File: src/rtl/mdu_hilo.sv
// Iterative multiply/divide unit with architectural HI/LO registers.
// Each operation runs one shift-add or restoring shift-subtract step per clock for WIDTH clocks.
module mdu_hilo #(
    parameter int WIDTH = 32
) (
    input  logic             clk,
    input  logic             rst_n,
    input  logic             start,
    input  logic [1:0]       op,
    input  logic [WIDTH-1:0] src_a,
    input  logic [WIDTH-1:0] src_b,
    input  logic             hi_we,
    input  logic             lo_we,
    input  logic [WIDTH-1:0] wd,
    output logic             busy,
    output logic             done,
    output logic [WIDTH-1:0] hi,
    output logic [WIDTH-1:0] lo
);

    localparam int CNT_W = $clog2(WIDTH) + 1;
    localparam logic [CNT_W-1:0] LAST = CNT_W'(WIDTH - 1);

    typedef enum logic {S_IDLE, S_RUN} state_t;

    state_t             state_q, state_d;
    logic [CNT_W-1:0]   cnt_q, cnt_d;
    logic               done_q, done_d;
    logic [WIDTH-1:0]   hi_q, hi_d;
    logic [WIDTH-1:0]   lo_q, lo_d;
    logic               load, step;

    // Datapath state: operands are stored as magnitudes; signs are re-applied at completion.
    logic               is_div_q;
    logic               neg_q_q;
    logic               neg_r_q;
    logic               dz_q;
    logic [WIDTH-1:0]   opnd_q;
    logic [WIDTH-1:0]   acc_hi_q;
    logic [WIDTH-1:0]   acc_lo_q;

    logic               signed_op, a_neg, b_neg;
    logic signed [WIDTH-1:0] sa, sb;
    logic [WIDTH-1:0]   mag_a, mag_b;

    logic [WIDTH:0]     mul_sum;
    logic [WIDTH:0]     div_shift;
    logic               div_ge;
    logic [WIDTH-1:0]   div_sub;
    logic [WIDTH-1:0]   step_hi, step_lo;
    logic [WIDTH-1:0]   fin_hi, fin_lo;
    logic [2*WIDTH-1:0] prod_fix;

    function automatic logic [WIDTH-1:0] neg_w(input logic [WIDTH-1:0] v, input logic n);
        return n ? -v : v;
    endfunction

    function automatic logic [2*WIDTH-1:0] neg_2w(input logic [2*WIDTH-1:0] v, input logic n);
        return n ? -v : v;
    endfunction

    assign sa        = src_a;
    assign sb        = src_b;
    assign signed_op = ~op[0];
    assign a_neg     = signed_op & (sa < 0);
    assign b_neg     = signed_op & (sb < 0);
    assign mag_a     = neg_w(src_a, a_neg);
    assign mag_b     = neg_w(src_b, b_neg);

    // One iteration of either algorithm, plus the sign-corrected final result.
    always_comb begin
        mul_sum   = {1'b0, acc_hi_q} + (acc_lo_q[0] ? {1'b0, opnd_q} : '0);
        div_shift = {acc_hi_q, acc_lo_q[WIDTH-1]};
        div_ge    = div_shift >= {1'b0, opnd_q};
        div_sub   = div_shift[WIDTH-1:0] - opnd_q;
        if (is_div_q) begin
            step_hi = div_ge ? div_sub : div_shift[WIDTH-1:0];
            step_lo = {acc_lo_q[WIDTH-2:0], div_ge};
        end else begin
            step_hi = mul_sum[WIDTH:1];
            step_lo = {mul_sum[0], acc_lo_q[WIDTH-1:1]};
        end
        prod_fix = neg_2w({step_hi, step_lo}, neg_q_q);
        if (is_div_q) begin
            fin_hi = neg_w(step_hi, neg_r_q);
            fin_lo = dz_q ? '1 : neg_w(step_lo, neg_q_q);
        end else begin
            fin_hi = prod_fix[2*WIDTH-1:WIDTH];
            fin_lo = prod_fix[WIDTH-1:0];
        end
    end

    always_comb begin
        state_d = state_q;
        cnt_d   = cnt_q;
        done_d  = 1'b0;
        hi_d    = hi_q;
        lo_d    = lo_q;
        load    = 1'b0;
        step    = 1'b0;
        case (state_q)
            S_IDLE: begin
                if (hi_we) hi_d = wd;
                if (lo_we) lo_d = wd;
                if (start) begin
                    load    = 1'b1;
                    state_d = S_RUN;
                    cnt_d   = '0;
                end
            end
            S_RUN: begin
                step  = 1'b1;
                cnt_d = cnt_q + 1'b1;
                if (cnt_q == LAST) begin
                    state_d = S_IDLE;
                    cnt_d   = '0;
                    done_d  = 1'b1;
                    hi_d    = fin_hi;
                    lo_d    = fin_lo;
                end
            end
            default: state_d = S_IDLE;
        endcase
    end

    always_ff @(posedge clk or negedge rst_n) begin
        if (!rst_n) begin
            state_q <= S_IDLE;
            cnt_q   <= '0;
            done_q  <= 1'b0;
            hi_q    <= '0;
            lo_q    <= '0;
        end else begin
            state_q <= state_d;
            cnt_q   <= cnt_d;
            done_q  <= done_d;
            hi_q    <= hi_d;
            lo_q    <= lo_d;
        end
    end

    always_ff @(posedge clk) begin
        if (load) begin
            is_div_q <= op[1];
            neg_q_q  <= a_neg ^ b_neg;
            neg_r_q  <= a_neg;
            dz_q     <= (src_b == '0);
            acc_hi_q <= '0;
            opnd_q   <= op[1] ? mag_b : mag_a;
            acc_lo_q <= op[1] ? mag_a : mag_b;
        end else if (step) begin
            acc_hi_q <= step_hi;
            acc_lo_q <= step_lo;
        end
    end

    assign busy = (state_q == S_RUN);
    assign done = done_q;
    assign hi   = hi_q;
    assign lo   = lo_q;

endmodule

File: config.mk
export PLATFORM = sky130hd
export DESIGN_NAME = mdu_hilo
export DESIGN_NICKNAME = d
export VERILOG_FILES = /design/src/rtl/mdu_hilo.sv
export SDC_FILE = /design/constraint.sdc
export NUM_CORES = 1
export LEC_CHECK = 0
export CORE_MARGIN = 10
export CORE_UTILIZATION = 63
export CTS_CLUSTER_DIAMETER = 30
export DETAILED_ROUTE_END_ITERATION = 8
export PLACE_DENSITY_LB_ADDON = 0.12
export SLEW_MARGIN = 20
export SYNTH_ARGS = -nofsm -noshare
export SYNTH_HDL_FRONTEND = slang
export SYNTH_SLANG_ARGS = --single-unit
File: constraint.sdc
create_clock -name clk -period 10.7 [get_ports clk]
set_clock_uncertainty 0.2 [all_clocks]
set_input_delay 2.675 -clock clk [delete_from_list [all_inputs] [get_ports clk]]
set_output_delay 2.675 -clock clk [all_outputs]
set_load 0.03 [all_outputs]
==> results of run 1 <==
==> area by class of cell <==
class                      instances  area (µm²)
sequential                       172        4490
tap                              324         405
clock buffer                      17         425
clock inverter                    15         171
multi-input combinational       1534       10200
fill                            1898        6330
inverter                          87         327
timing repair buffer             191        1850
==> path summary, 6_finish.rpt <==
check | end | slack (ps)
worst min register to register | hi[27] | 280
worst min-delay path | hi[27] | 280
worst max register to register | hi[26] | 4720
min in group asynchronous | cnt_q[4] | 2220
max in group asynchronous | busy | 7440
worst max-delay path | hi[26] | 4720
==> routing by layer <==
metal | global-route usage | vias up
met4 | 0.193 | 0
met3 | 0.0594 | 176
met5 | 0 | -
met1 | 0.420 | 7373
li1 | - | 7167
met2 | 0.523 | 868
==> power groups by stage <==
stage	combinational, mW	sequential (mW)	clock (mW)
after global routing	3.53	1.18	0.665
after CTS	3.23	1.15	0.641
after floorplan	2.06	1.27	0
after detailed placement	3.20	1.16	0
after global placement	3.14	1.15	0
final	3.30	1.16	0.643
==> registers in the layout, summed over array words and instances (netlist names), 6 cells and up <==
| signal | count |
|---|---|
| lo | 32 |
| acc_lo_q | 32 |
| hi | 32 |
| opnd_q | 32 |
| cnt_q | 6 |
| acc_hi_q | 32 |
==> Yosys cell counts, types with 9 or more instances <==
cell      instances  area share
clkbuf_1         72       0.018
nor2_1          155       0.038
and3_1           18      0.0073
a31oi_1          20      0.0081
o21bai_1         12      0.0058
nor4_1           19      0.0077
a22o_1           24       0.014
a21o_1           29       0.014
nand3_1          38       0.012
mux2_2           10      0.0073
dfxtp_1          32       0.042
o211ai_1         15      0.0073
nand2b_1          9      0.0037
xor2_1           76       0.043
and2_1           39       0.016
o22ai_1          42       0.017
inv_1            86       0.021
a211oi_1         15      0.0073
o41ai_1          11      0.0063
ha_1             69       0.056
buf_2            21      0.0068
nor3_1           54       0.018
mux2i_1         101       0.066
o21a_1           13      0.0063
buf_1            13      0.0032
o21ai_0         146       0.047
nand2_1         178       0.043
o31ai_1          20      0.0097
edfxtp_1         68        0.13
dfrtp_1          72        0.12
a21oi_1         168       0.055
nand4_1          22      0.0089
xnor2_1          89       0.051
or3_1            14      0.0057
==> cell usage in the layout, fill, tap and decap left out, types with 12 or more instances in the layout <==
cell type / count
a21o_1: 29
edfxtp_1: 68
o21a_1: 13
a22o_1: 24
nor3_1: 54
dfrtp_1: 71
a31oi_1: 20
nand4_1: 22
nand3_1: 38
xor2_1: 76
o21bai_1: 12
inv_1: 86
o21ai_0: 146
buf_4: 24
a21oi_1: 167
o211ai_1: 15
mux2i_1: 101
nor2_1: 154
o22ai_1: 42
or3_1: 14
clkdlybuf4s50_1: 166
nand2_1: 177
and3_1: 18
nor4_1: 18
xnor2_1: 89
a211oi_1: 15
and2_1: 39
o31ai_1: 20
clkbuf_16: 17
ha_1: 69
dfxtp_1: 32
==> cell families after synthesis <==
group / Yosys count
adder cells (fa/ha/maj): 71
XOR/XNOR: 165
flip-flops: 172
AND/OR/NAND/NOR: 592
AO/OA/AOI/OAI: 595
multiplexers: 111
buffers and inverters: 194
==> per-stage QoR <==
step / util / hold slack (ps) / worst slack (ps) / total power [mW]
finish: 0.738 / 283 / 4720 / 5.10
global placement: 0.713 / 264 / 4490 / 4.29
global route: 0.738 / 308 / 4480 / 5.38
floorplan: - / 267 / 5150 / 3.33
detailed placement: 0.714 / 266 / 4370 / 4.36
CTS: 0.738 / 283 / 4810 / 5.01
==> results.cfg, run 1 <==
[worst_setup_path]
crit_path_start = acc_lo_q[0]
cp.required_ps = 10870
cp.arrival_ps = 6150
reg2reg_depth = 16
worst-path-stages = 16
slowest_stage = edfxtp_1
cp_num_buf_inv = 0
slowest_delay_ps = 800
critPathTopFamily = compound AO/OA/AOI/OAI gates
worstPathCellList = and2_1, ha_1, fa_1, a21oi_1, o22ai_1, o31ai_1, xnor2_1, nor2_1, a311oi_1, a2111oi_2, or4b_2, nor3_1, a41oi_1, xor2_1, nand2_1, a21oi_1
critPathMaxFanout = 33
crit_type = register to register
critPathMostFrequentCell = a21oi_1
endpoint_kind = register
reg2reg_from = acc_lo_q[0]
start_kind = register

[pwr]
switching_share = 0.509
p_int_mw = 2.50
power.density_mw_per_mm2 = 286
power.static_leakage_nw = 7.35
seq_power_share = 0.227
clkPwrFrac = 0.126
power_switching_mw = 2.60
ir_worst_vdd_uv = 131
p_comb_frac = 0.647

[grt]
antenna_found_initial = 0
grt_max_degree = 75
grt_pass1_vias = 14900
overflow = 0
grt_usage = 0.332
grt_pass1_wl_mm = 82.0

[synthesis]
yosys.area_share.adder = 0.0586
synthCells = 1900
yosys_warnings = 0
synthMuxAreaShare = 0.0729
synth_compound_area_frac = 0.249
synthArstFlopShare = 0.419
syn_area_per_cell_um2 = 8.11
ys.flop_type = dfrtp_1
synth-simple-area-share = 0.186
synth_top_family_by_area = compound AO/OA/AOI/OAI gates
synth_xor_xnor_area_share = 0.0938
synth_edf_count = 68
synth_cell_types = 96
synth_fp_nets = 2074
yosysSeqAreaShare = 0.291
synthesis.area_mm2 = 0.0154
synth_seq_cells = 172

[route]
antenna_left = 0
wire_per_inst_um = 22.9
drt_iter0_drc = 2152
top_layer = met4
avgViaCountPerCell = 6.66
met1_length_mm = 21.3
wl_met2_mm = 24.1
first_pass_iters = 6
dr_wl_met3_mm = 4.76
drt_wl_total_mm = 53.5
drcViolationCount = 0
vias = 15600

[cts]
cts_tree = yes
cts-root-buf = clkbuf_16
numCtsBuffers = 17
postCtsSetupRepairBufs = 0
clock_sinks = 172
clockBufferDepth = 2
clkLatencyLatePin_ps = 450
cts_max_level = 4
post_cts_resized = 0
cts_hold_buf = 0
clk_pin_slew_ps = 80

[placed_design]
place_area_mm2 = 0.0173
dp.cells = 2308
dp_hpwl_mm = 41.2
io_buffers = 168
gp_congestion = 1.01

[timing]
worst_pin_slew_ps = 1060
rsz0062_at_grt = no
max_freq_mhz = 167
fin_crit_ps = 5980
relSlewSlack = 0.293
tns_ps = 0
post-route-period-util = 0.558
setup_viol = 0
finalHoldViolCount = 0
slew_violations = 0

[die]
initial_core_util = 0.637
fp.dieW_um = 176
ios = 169
core_region_area_mm2 = 0.0242
die_area_mm2 = 0.0311
dieHeight_um = 176
num_rows = 57

[layout]
final_cells = 2340
nNetsFinal = 2177
stdcell_area_mm2 = 0.0178
diodes = 0
drive_gt1_frac = 0.0521
syn_to_final_growth_pct = 15.9

[run_status]
status = finished clean

[flow_run]
drv_cap = 0

[min_path]
worst_hold_startpoint = hi[27]
holdPathStages = 1
min_path_type = register to register
(Power assumes the default switching activity.)
==> inputs of run 2 (changes only) <==
--- a/config.mk
+++ b/config.mk
@@ -6,7 +6,7 @@
 export NUM_CORES = 1
 export LEC_CHECK = 0
 export CORE_MARGIN = 10
-export CORE_UTILIZATION = 63
+export CORE_UTILIZATION = 53
 export CTS_CLUSTER_DIAMETER = 30
 export DETAILED_ROUTE_END_ITERATION = 8
 export PLACE_DENSITY_LB_ADDON = 0.12
==> constraint.sdc (replaced) <==
create_clock -name clk -period 5.4 [get_ports clk]
set_clock_uncertainty 0.2 [all_clocks]
set_input_delay 1.35 -clock clk [delete_from_list [all_inputs] [get_ports clk]]
set_output_delay 1.35 -clock clk [all_outputs]
set_load 0.03 [all_outputs]
==> run 2 against run 1 <==
- core utilization is 10 points lower
- first-iteration DRC count shrank 17%
- combinational power grew 110%
- final area up 2.0%
- sequential power rose by 95%
- sequential cell count is the same
- global-route usage shrank 2.5 points
- fmax rose by 16%
- worst setup slack worse by 4500 ps
==> results.cfg, run 2 (same netlist as run 1, synthesis figures left out) <==
[grt]
grt_max_degree = 85
use_met2 = 0.490
grt_pass1_wl_mm = 86.5
met3_usage = 0.0514
grt_util_met1 = 0.403
grt_pass1_vias = 14800
grt.busiest_layer = met2
antenna_found_initial = 2
overflow = 0
grt_usage = 0.307

[cts]
cts_tree = yes
clockBufferDepth = 2
clk_pin_slew_ps = 80
numCtsBuffers = 17
cts_max_level = 4
clkLatencyLatePin_ps = 450
cts_hold_buf = 0
cts-root-buf = clkbuf_16
clock_sinks = 172

[worst_setup_path]
cp_num_buf_inv = 2
r2r-end = hi[24]
cp.arrival_ps = 5290
worstPathCellList = ha_1, nand3_1, o21bai_4, a2111oi_4, o31ai_4, buf_4, nand2_2, buf_4, o21ai_0, a2bb2oi_1, or3b_1, nor4_4, nand3_1, o31ai_1, mux2i_1, nand2_1
start_kind = register
slowest_stage = a2111oi_4
cp.required_ps = 5540
reg2reg_from = acc_hi_q[1]
slowest_delay_ps = 550
reg2reg_depth = 16
rrSetupSlack_ps = 240
endpoint_kind = register
critPathMaxFanout = 14
crit_type = register to register
critPathTopFamily = compound AO/OA/AOI/OAI gates

[layout]
final_cell_mix = nand2_1 (177), a21oi_1 (167), clkdlybuf4s50_1 (166)
nNetsFinal = 2215
drive_gt1_frac = 0.0706
syn_to_final_growth_pct = 18.2
diodes = 0
final_cells = 2438
fill_cells = 2593
final_common_cell = nand2_1
seqCellArea_mm2 = 0.00449
multi_input_comb_area_mm2 = 0.0102

[timing]
tns_ps = 0
rsz0062_at_grt = no
hold_slack_ps = 286
worst_pin_slew_ps = 1100
max_freq_mhz = 194
finalHoldViolCount = 0
relSlewSlack = 0.262
fin_crit_ps = 5160
setup_viol = 0
slew_violations = 0
post-route-period-util = 0.955

[die]
dieHeight_um = 190
die_area_mm2 = 0.0363
ios = 169
initial_core_util = 0.537
core_region_area_mm2 = 0.0287
num_rows = 62
fp.dieW_um = 190

[route]
antenna_left = 0
avgViaCountPerCell = 6.38
vias = 15600
first_pass_iters = 6
drt_wl_total_mm = 57.2
wire_per_inst_um = 23.4
drcViolationCount = 0
drt_iter0_drc = 1792

[placed_design]
io_buffers = 168
gp_congestion = 0.998
dp_hpwl_mm = 45.6
dp.cells = 2401

[flow_run]
drv_cap = 0

[run_status]
status = finished clean

[pwr]
ir_worst_vdd_uv = 288
power.density_mw_per_mm2 = 573
power.static_leakage_nw = 7.53

[min_path]
whs_endpoint = lo[1]
worst_hold_startpoint = lo[1]
holdPathStages = 2
min_path_type = register to register
run 2: tightest hold or removal path, cell delays in order (launching register included):
cell and delay, ps:
dfrtp_1 350, nand2_1 50, o21ai_0 60
run 2: area by class of cell:
class,count,share of cell area
tap,384,0.0264
clock inverter,15,0.00824
sequential,172,0.246
inverter,87,0.0179
clock buffer,17,0.0234
multi-input combinational,1534,0.560
timing repair buffer,229,0.118
run 2: timing repair:
action / 4_1_cts / 5_1_grt
gates resized for setup: 0 / 3
setup endpoints to repair: 0 / 12
setup buffers: 0 / 5
run 2: routing by layer:
| layer | routed length, µm | share of wire |
|---|---|---|
| met5 | 12 | 0.00021 |
| met4 | 2460 | 0.043 |
| met3 | 4290 | 0.075 |
| met2 | 26400 | 0.46 |
| met1 | 24000 | 0.42 |
run 2: how the worst max path moves through the flow:
stage | startpoint | end | slack [ps] | depth (start not counted)
6_report | acc_hi_q[1] | hi[24] | 240 | 16
5_1_grt | opnd_q[22] | hi[27] | 30 | 15
4_1_cts | acc_lo_q[0] | hi[26] | 80 | 17
3_5_place_dp | acc_lo_q[0] | hi[26] | 150 | 17
3_3_place_gp | acc_lo_q[0] | hi[26] | 220 | 17
2_1_floorplan | acc_lo_q[0] | hi[28] | 850 | 17
run 2: through the flow:
step                      total power [mW]  instance area (µm²)  setup WS [ps]  utilization
final                                 10.4                18200            244        0.635
after global routing                  11.0                18200           28.0        0.635
after CTS                             10.3                18200           85.0        0.633
after detailed placement              9.02                17600            150        0.613
after global placement                8.96                17600            219        0.613
after floorplan                       6.59                15400            847            -
run 2: power by group:
group / internal (mW) / leakage [nW] / switching (mW)
Clock: 0.617 / 0.287 / 0.627
Combinational: 2.66 / 5.47 / 4.26
Sequential: 1.85 / 1.78 / 0.414
Total: 5.13 / 7.53 / 5.30
==> inputs of run 3 (changes only) <==
--- a/config.mk
+++ b/config.mk
@@ -6,7 +6,7 @@
 export NUM_CORES = 1
 export LEC_CHECK = 0
 export CORE_MARGIN = 10
-export CORE_UTILIZATION = 53
+export CORE_UTILIZATION = 46
 export CTS_CLUSTER_DIAMETER = 30
 export DETAILED_ROUTE_END_ITERATION = 8
 export PLACE_DENSITY_LB_ADDON = 0.12
==> constraint.sdc (replaced) <==
create_clock -name clk -period 5.4 [get_ports clk]
set_clock_uncertainty 0.2 [all_clocks]
set_input_delay 1.35 -clock clk [delete_from_list [all_inputs] [get_ports clk]]
set_output_delay 1.35 -clock clk [all_outputs]
set_load 0.01 [all_outputs]
==> run 3 against run 2 <==
- global-route usage decreased by 3.3 points
- combinational power is 4.3% lower
- largest cell class unchanged
- hold slack got worse by 4.4 ps
==> results.cfg, run 3 (same netlist as run 1, synthesis figures left out) <==
[run_status]
status = finished clean

[route]
avgViaCountPerCell = 6.15
vias = 15400
antenna_left = 0
first_pass_iters = 6
drt_wl_total_mm = 58.1
wire_per_inst_um = 23.2
drt_iter0_drc = 1731
drcViolationCount = 0

[worst_setup_path]
cp.arrival_ps = 5290
slowest_stage = or4b_4
endpoint_kind = register
start_kind = register
slowest_delay_ps = 590
crit_type = register to register
worstPathCellList = ha_1, nand3_1, o21bai_4, a2111oi_4, o31a_4, nor2_4, a311o_1, or4b_4, nor4_2, and4_1, o21ai_1, o41ai_2, xor2_1, a21oi_1
critPathMaxFanout = 9
rrSetupSlack_ps = 220
cp.required_ps = 5510

[min_path]
min_path_type = register to register

[die]
num_rows = 66
die_area_mm2 = 0.0412
dieHeight_um = 203
initial_core_util = 0.470
core_region_area_mm2 = 0.0328
ios = 169
fp.dieW_um = 203

[layout]
diodes = 0
fill_cells = 3141
nNetsFinal = 2217
final_common_cell = nand2_1
final_cell_mix = nand2_1 (177), a21oi_1 (167), clkdlybuf4s50_1 (166)
final_core_util = 0.560
syn_to_final_growth_pct = 19.3
multi_input_comb_area_mm2 = 0.0102
seqCellArea_mm2 = 0.00449
drive_gt1_frac = 0.0730
stdcell_area_mm2 = 0.0184

[cts]
numCtsBuffers = 17
cts_tree = yes
clkLatencyLatePin_ps = 460
cts-root-buf = clkbuf_16
clk_pin_slew_ps = 80
clock_sinks = 172
cts_max_level = 4
clockBufferDepth = 2

[pwr]
p_total_mw = 10.2
power.static_leakage_nw = 7.56
ir_worst_vdd_uv = 330
power.density_mw_per_mm2 = 556

[placed_design]
place_area_mm2 = 0.0177
pre_cts_ws_ps = 204
gp_congestion = 0.988
dp_hpwl_mm = 46.3
io_buffers = 168

[timing]
worst_pin_slew_ps = 1030
relSlewSlack = 0.313
setup_viol = 0
slew_violations = 0
fin_crit_ps = 5180
setup_ws_ps = 223
tns_ps = 0
max_freq_mhz = 193
post-route-period-util = 0.959
finalHoldViolCount = 0

[grt]
antenna_found_initial = 1
grt_max_degree = 74
grt_pass1_vias = 14800
grt_usage = 0.273
overflow = 0
grt_pass1_wl_mm = 87.9

[flow_run]
drv_cap = 0
run 3: critical path, delay by kind of cell (launching register included):
kind / cells / cell delay (ps)
xor gates and xnor gates: 1 / 230
adders and majority gates: 1 / 420
and+or+nand+nor: 5 / 1660
DFF: 1 / 410
AOI/OAI and AO/OA: 7 / 2100
run 3: final timing paths:
kind                        startpoint        to  cells after the start
min in group asynchronous        rst_n  cnt_q[4]                      2
setup reg to reg           acc_hi_q[1]    hi[29]                     14
hold / removal                   hi[9]     hi[9]                      2
max in group asynchronous        rst_n      busy                      2
hold reg to reg                  hi[9]     hi[9]                      2
setup / recovery           acc_hi_q[1]    hi[29]                     14
run 3: cell type report:
class                   count  area share
clock buffers              17      0.0232
well taps                 442      0.0301
flip-flops and latches    172       0.244
inverters                  87      0.0178
multi-input cells        1534       0.556
clock inverters            15      0.0111
repair buffers            231       0.118
run 3: power by group:
group	internal, mW	switching (mW)
registers	1.85	0.422
logic	2.66	3.97
clock network	0.643	0.682
run 3: per-layer routing:
| layer | vias up | part of all wire | GRT usage |
|---|---|---|---|
| li1 | 7261 | - | - |
| met1 | 7434 | 0.43 | 0.351 |
| met5 | - | 0 | 0 |
| met4 | 0 | 0.033 | 0.0959 |
| met3 | 82 | 0.061 | 0.0400 |
| met2 | 596 | 0.48 | 0.458 |
run 3: metrics by stage:
stage,hold WS (ps),std cells
after floorplan,267,1900
after global placement,264,2463
after detailed placement,264,2463
after CTS,286,2495
after global routing,317,2498
final,281,2498
run 3: what timing repair did:
| item | CTS | global route |
|---|---|---|
| setup endpoints to repair | 0 | 7 |
| resized for setup | 0 | 7 |
| hold buffers | 0 | 0 |
| setup buffers | 0 | 3 |
